## src/rtl/servo_pwm_array.sv

```systemverilog
// Multi-channel hobby-servo PWM generator: one shared frame counter, per-channel widths that change only at frame boundaries.
// Define SERVO_SLEW_EN to compile in the per-frame slew-rate limiter (SLEW_CYC per frame per channel).
module servo_pwm_array #(
  parameter int PERIOD_CYC = 1_000_000,
  parameter int CH         = 4,
  parameter int MIN_CYC    = 25_000,
  parameter int DEG_CYC    = 555,
  parameter int RST_ANGLE  = 90,
  parameter int SLEW_CYC   = 5_550
) (
  input  logic          clk,
  input  logic          rst,
  input  logic          cmd_valid,
  output logic          cmd_ready,
  input  logic [3:0]    cmd_ch,
  input  logic [7:0]    cmd_angle,
  output logic          cmd_err,
  output logic [CH-1:0] pwm,
  output logic [CH-1:0] at_target,
  output logic          frame_start
);

  localparam int               CNT_W    = $clog2(PERIOD_CYC);
  localparam logic [CNT_W-1:0] LAST_CNT = CNT_W'(PERIOD_CYC - 1);
  localparam logic [CNT_W-1:0] RST_W    = CNT_W'(MIN_CYC + RST_ANGLE * DEG_CYC);
  localparam logic [CNT_W-1:0] MIN_W    = CNT_W'(MIN_CYC);
  localparam logic [CNT_W-1:0] DEG_W    = CNT_W'(DEG_CYC);
  localparam logic [4:0]       CH_NUM   = 5'(CH);

  logic [CNT_W-1:0] cnt_q, cnt_d;
  logic [CNT_W-1:0] tgt_q [CH];
  logic [CNT_W-1:0] tgt_d [CH];
  logic [CNT_W-1:0] cur_q [CH];
  logic [CNT_W-1:0] cur_d [CH];
  logic [CH-1:0]    pwm_q, pwm_d;
  logic [CH-1:0]    at_q, at_d;
  logic             fs_q, fs_d;
  logic             err_q, err_d;

  logic             update;
  logic             accept;
  logic             chOk;
  logic             angOver;
  logic [7:0]       angSat;
  logic [CNT_W-1:0] cmdW;

`ifdef SERVO_SLEW_EN
  localparam logic [CNT_W-1:0] SLEW_W = CNT_W'(SLEW_CYC);

  function automatic logic [CNT_W-1:0] stepToward(input logic [CNT_W-1:0] cur,
                                                   input logic [CNT_W-1:0] tgt);
    if (tgt > cur) begin
      return (tgt - cur > SLEW_W) ? cur + SLEW_W : tgt;
    end else begin
      return (cur - tgt > SLEW_W) ? cur - SLEW_W : tgt;
    end
  endfunction
`endif

  // The update cycle is the only cycle commands are refused, so tgt_w never changes while cur_w samples it.
  assign update    = (cnt_q == LAST_CNT);
  assign cmd_ready = ~update;
  assign accept    = cmd_valid & cmd_ready;
  assign chOk      = ({1'b0, cmd_ch} < CH_NUM);
  assign angOver   = (cmd_angle > 8'd180);
  assign angSat    = angOver ? 8'd180 : cmd_angle;
  assign cmdW      = MIN_W + CNT_W'(angSat) * DEG_W;

  always_comb begin
    cnt_d = update ? '0 : cnt_q + CNT_W'(1);
    fs_d  = (cnt_q == '0);
    err_d = accept & (angOver | ~chOk);
    tgt_d = tgt_q;
    cur_d = cur_q;
    pwm_d = '0;
    at_d  = '0;
    for (int i = 0; i < CH; i++) begin
      pwm_d[i] = (cnt_q < cur_q[i]);
      at_d[i]  = (cur_q[i] == tgt_q[i]);
      if (accept && chOk && (cmd_ch == 4'(i))) begin
        tgt_d[i] = cmdW;
      end
      if (update) begin
`ifdef SERVO_SLEW_EN
        cur_d[i] = stepToward(cur_q[i], tgt_q[i]);
`else
        cur_d[i] = tgt_q[i];
`endif
      end
    end
  end

  always_ff @(posedge clk) begin
    if (rst) begin
      cnt_q <= '0;
      pwm_q <= '0;
      at_q  <= '1;
      fs_q  <= 1'b0;
      err_q <= 1'b0;
      for (int i = 0; i < CH; i++) begin
        tgt_q[i] <= RST_W;
        cur_q[i] <= RST_W;
      end
    end else begin
      cnt_q <= cnt_d;
      pwm_q <= pwm_d;
      at_q  <= at_d;
      fs_q  <= fs_d;
      err_q <= err_d;
      tgt_q <= tgt_d;
      cur_q <= cur_d;
    end
  end

  assign pwm         = pwm_q;
  assign at_target   = at_q;
  assign frame_start = fs_q;
  assign cmd_err     = err_q;

endmodule

```

## config.mk

```make
export PLATFORM = sky130hd
export DESIGN_NAME = servo_pwm_array
export DESIGN_NICKNAME = d
export VERILOG_FILES = /design/src/rtl/servo_pwm_array.sv
export SDC_FILE = /design/constraint.sdc
export NUM_CORES = 1
export LEC_CHECK = 0
export CORE_MARGIN = 2
export CORE_UTILIZATION = 50
export DETAILED_ROUTE_END_ITERATION = 16
export PLACE_DENSITY = 0.7
export SETUP_SLACK_MARGIN = 0.1
export SYNTH_ARGS = -nofsm -noshare
export SYNTH_HDL_FRONTEND = slang
export SYNTH_SLANG_ARGS = --single-unit
```

## constraint.sdc

```tcl
create_clock -name clk -period 11.5 [get_ports clk]
set_input_delay 1.15 -clock clk [delete_from_list [all_inputs] [get_ports clk]]
set_output_delay 1.15 -clock clk [all_outputs]
set_load 0.05 [all_outputs]
```

==> results.sh <==
export IMPL_synth_most_common_cell="nand2_1"
export IMPL_cts_buffers=17
export IMPL_p_leak_uw=0.00477
export IMPL_async_flop_share_pct=0
export IMPL_multiInputGateArea_sq_um=6210
export IMPL_rows=53
export IMPL_vias=8462
export IMPL_core_sq_um=20800
export IMPL_skew_ps=12.3
export IMPL_setup_tns_ps=0
export IMPL_gp_congestion=0.903
export IMPL_chipWidth_um=149
export IMPL_drive_above_1_share_pct=3.68
export IMPL_reg2reg_depth=7
export IMPL_slew_violations=0
export IMPL_cp_max_fo=7
export IMPL_grt_max_degree=91
export IMPL_grt_pass1_vias=7801
export IMPL_firstDrtPassIters=5
export IMPL_worstReg2RegStart="cnt_q[0]"
export IMPL_finalCriticalPeriod_ps=6070
export IMPL_yosysTopAreaCellShare_pct=34.7
export IMPL_hold_viol_final=0
export IMPL_drtIter0Drc=666
export IMPL_path_class="input port to flip-flop"
export IMPL_dp_slack_ps=4980
export IMPL_routed_wl_um=27600
export IMPL_hold_path_end="cur_q[20]"
export IMPL_netlist_instances=1244
export IMPL_synthDistinctLibCells=52
export IMPL_worstMarginPinSlew_ps=1190
export IMPL_cts_resized_gates=0
export IMPL_antenna_found_initial=0
export IMPL_routedWlPerCell_um=18.1
export IMPL_grt_pass1_wl_um=43000
export IMPL_ys_ff_latch=182
export IMPL_fin_cells=1524
export IMPL_synth_ff_type="dfxtp_1"
export IMPL_status="finished, final reports clean"
export IMPL_die_y_um=149
export IMPL_cts_tree="done"
export IMPL_max_freq_mhz=165
export IMPL_ys_seq_area_share_pct=34.7
export IMPL_yosysWarnings=0
export IMPL_max_slew_margin_rel_pct=20.3
export IMPL_post_cts_buffers=0
export IMPL_drc=0
export IMPL_synth_common_cells="nand2_1, dfxtp_1, a21oi_1, ha_1, inv_1"
export IMPL_setup_viol=0
export IMPL_start_kind="input port"
export IMPL_rsz0062_at_grt="false"
export IMPL_htreeDepth=4
export IMPL_synth_area_top_cells="dfxtp_1, ha_1, xnor2_1"
export IMPL_via_per_inst=5.55
export IMPL_grtUsageTotal_pct=25.4
export IMPL_initial_utilization_pct=50.4
export IMPL_cp_slowest_stage_delay_ps=560
export IMPL_setup_ws_ps=5440
export IMPL_fin_crit_sh_pct=52.7
export IMPL_dieArea_sq_um=22200
export IMPL_clk_pin_slew_ps=70
export IMPL_critical_path_endpoint_type="flip-flop"
export IMPL_synth_fp_nets=1387
export IMPL_clk_path_buf_depth=2
export IMPL_hold_class="flip-flop to flip-flop"
export IMPL_maxCapViolCount=0
export IMPL_crit_start="cmd_angle[0]"
export IMPL_avgSynthCellArea_sq_um=8.44
export IMPL_cts_hold_buf=0
export IMPL_rrSetupSlack_ps=7860
export IMPL_regToRegEndpoint="tgt_q[56]"
export IMPL_hold_path_depth=2
export IMPL_portBuffers=25
export IMPL_cts_root_buf="clkbuf_16"
export IMPL_dp_hpwl_um=19300
export IMPL_postLayoutCellArea_sq_um=11400
export IMPL_synth_edf_count=0
export IMPL_grt_overflow_total=0
export IMPL_path_common_cell="o21ai_0"
export IMPL_fillers=1966
export IMPL_cp_arrival_ps=6350
export IMPL_utilization_pct=54.9
export IMPL_ant_nets=0
export IMPL_ios=26
export IMPL_clkLatencyLatePin_ps=440
export IMPL_clkSinkCount=182
export IMPL_placed_area_sq_um=10900
export IMPL_regArea_sq_um=3640
export IMPL_max_vdd_ir_drop_v=0.000103
export IMPL_crit_path_top_delay_cell="fa_1"
export IMPL_min_from="cur_q[20]"
export IMPL_place_inst=1492
export IMPL_cp_cell_sequence="clkdlybuf4s50_1, o21ai_0, a21oi_1, o21ai_0, nor2b_1, inv_1, ha_1, fa_1, inv_1, fa_1, fa_1, inv_1, ha_1, o21ai_0, o21bai_1, o21ai_0, o311ai_0, xnor2_1, o31ai_1"
export IMPL_num_antenna_cells=0
export IMPL_netlist_area_sq_um=10500
export IMPL_nNetsFinal=1379
export IMPL_synth_top_area_cell="dfxtp_1"
export IMPL_crit_required_ps=11790
export IMPL_power_density_nw_per_um2=140
export IMPL_syn2layout_area_growth_pct=8.89
-- power by group --
part	switching [uW]	internal [uW]
logic	265	122
clock network	271	289
registers	12.1	641
total	548	1050
-- worst max-delay path by stage --
stage                     end  slack [ps]  cells past startpoint
floorplan           tgt_q[57]        6010                     18
global placement    tgt_q[57]        5200                     19
detailed placement  tgt_q[57]        4980                     19
CTS                 tgt_q[57]        5460                     19
global route        tgt_q[57]        5000                     19
finish              tgt_q[57]        5440                     19
-- layout make-up --
type                    instances  area share (%)
repair buffers                 28            2.36
inverters                     110            3.61
clock buffers                  19            3.87
clock inverters                13           0.963
flip-flops and latches        182            31.9
well taps                     275            3.01
multi-input cells             897            54.3
-- metal layers --
layer	wire, um	track usage [%]
met1	12900	35.7
met2	12300	39.7
met3	1560	4.43
met4	802	8.33
met5	0	0
-- state kept, by name, summed over array words and instances (netlist names) --
signal       count
pwm              4
tgt_q           76
cnt_q           20
at_target        4
cmd_err          1
frame_start      1
cur_q           76
-- stage by stage --
step,hold slack [ps],power [uW]
after floorplan,453,901
after global placement,465,1050
after detailed placement,472,1050
after CTS,482,1600
after global routing,494,1660
final,480,1600
-- worst max-delay path, delay by kind of cell --
family          cells  cell delay, ps
compound gates      8            1860
buf+inv             4             620
simple gates        1             260
fa+ha+maj           5            2100
xor+xnor            1             360
-- cells by family (layout without fill, tap and decap cells) --
logic type | Yosys count | in the layout | share of synthesized area, %
AOI/OAI and AO/OA | 258 | 258 | 15.8
xor gates and xnor gates | 105 | 105 | 8.76
adders and majority gates | 128 | 128 | 16.2
buffers and inverters | 165 | 170 | 6.29
DFF | 182 | 182 | 34.7
muxes | 1 | 1 | 0.0954
and+or+nand+nor | 405 | 405 | 18.2
-- placed cells by master (no fill, tap or decap), drive strengths merged, types with 4 or more instances in the layout --
cell type and count:
fa 13, o21a 4, nand2 197, nand3b 17, xnor2 88, clkinvlp 4
a211o 39, ha 115, and3 8, nor4 6, o21ai 22, nor2b 7
nand3 10, o31ai 10, and2 7, nand2b 6, and4 5, xor2 17
nor3 5, a21oi 117, a41o 4, clkdlybuf4s50 24, buf 4, clkbuf 19
a21o 30, nand4 33, o211ai 4, a211oi 14, nor2 89, dfxtp 182
inv 118
(Power assumes the default switching activity.)
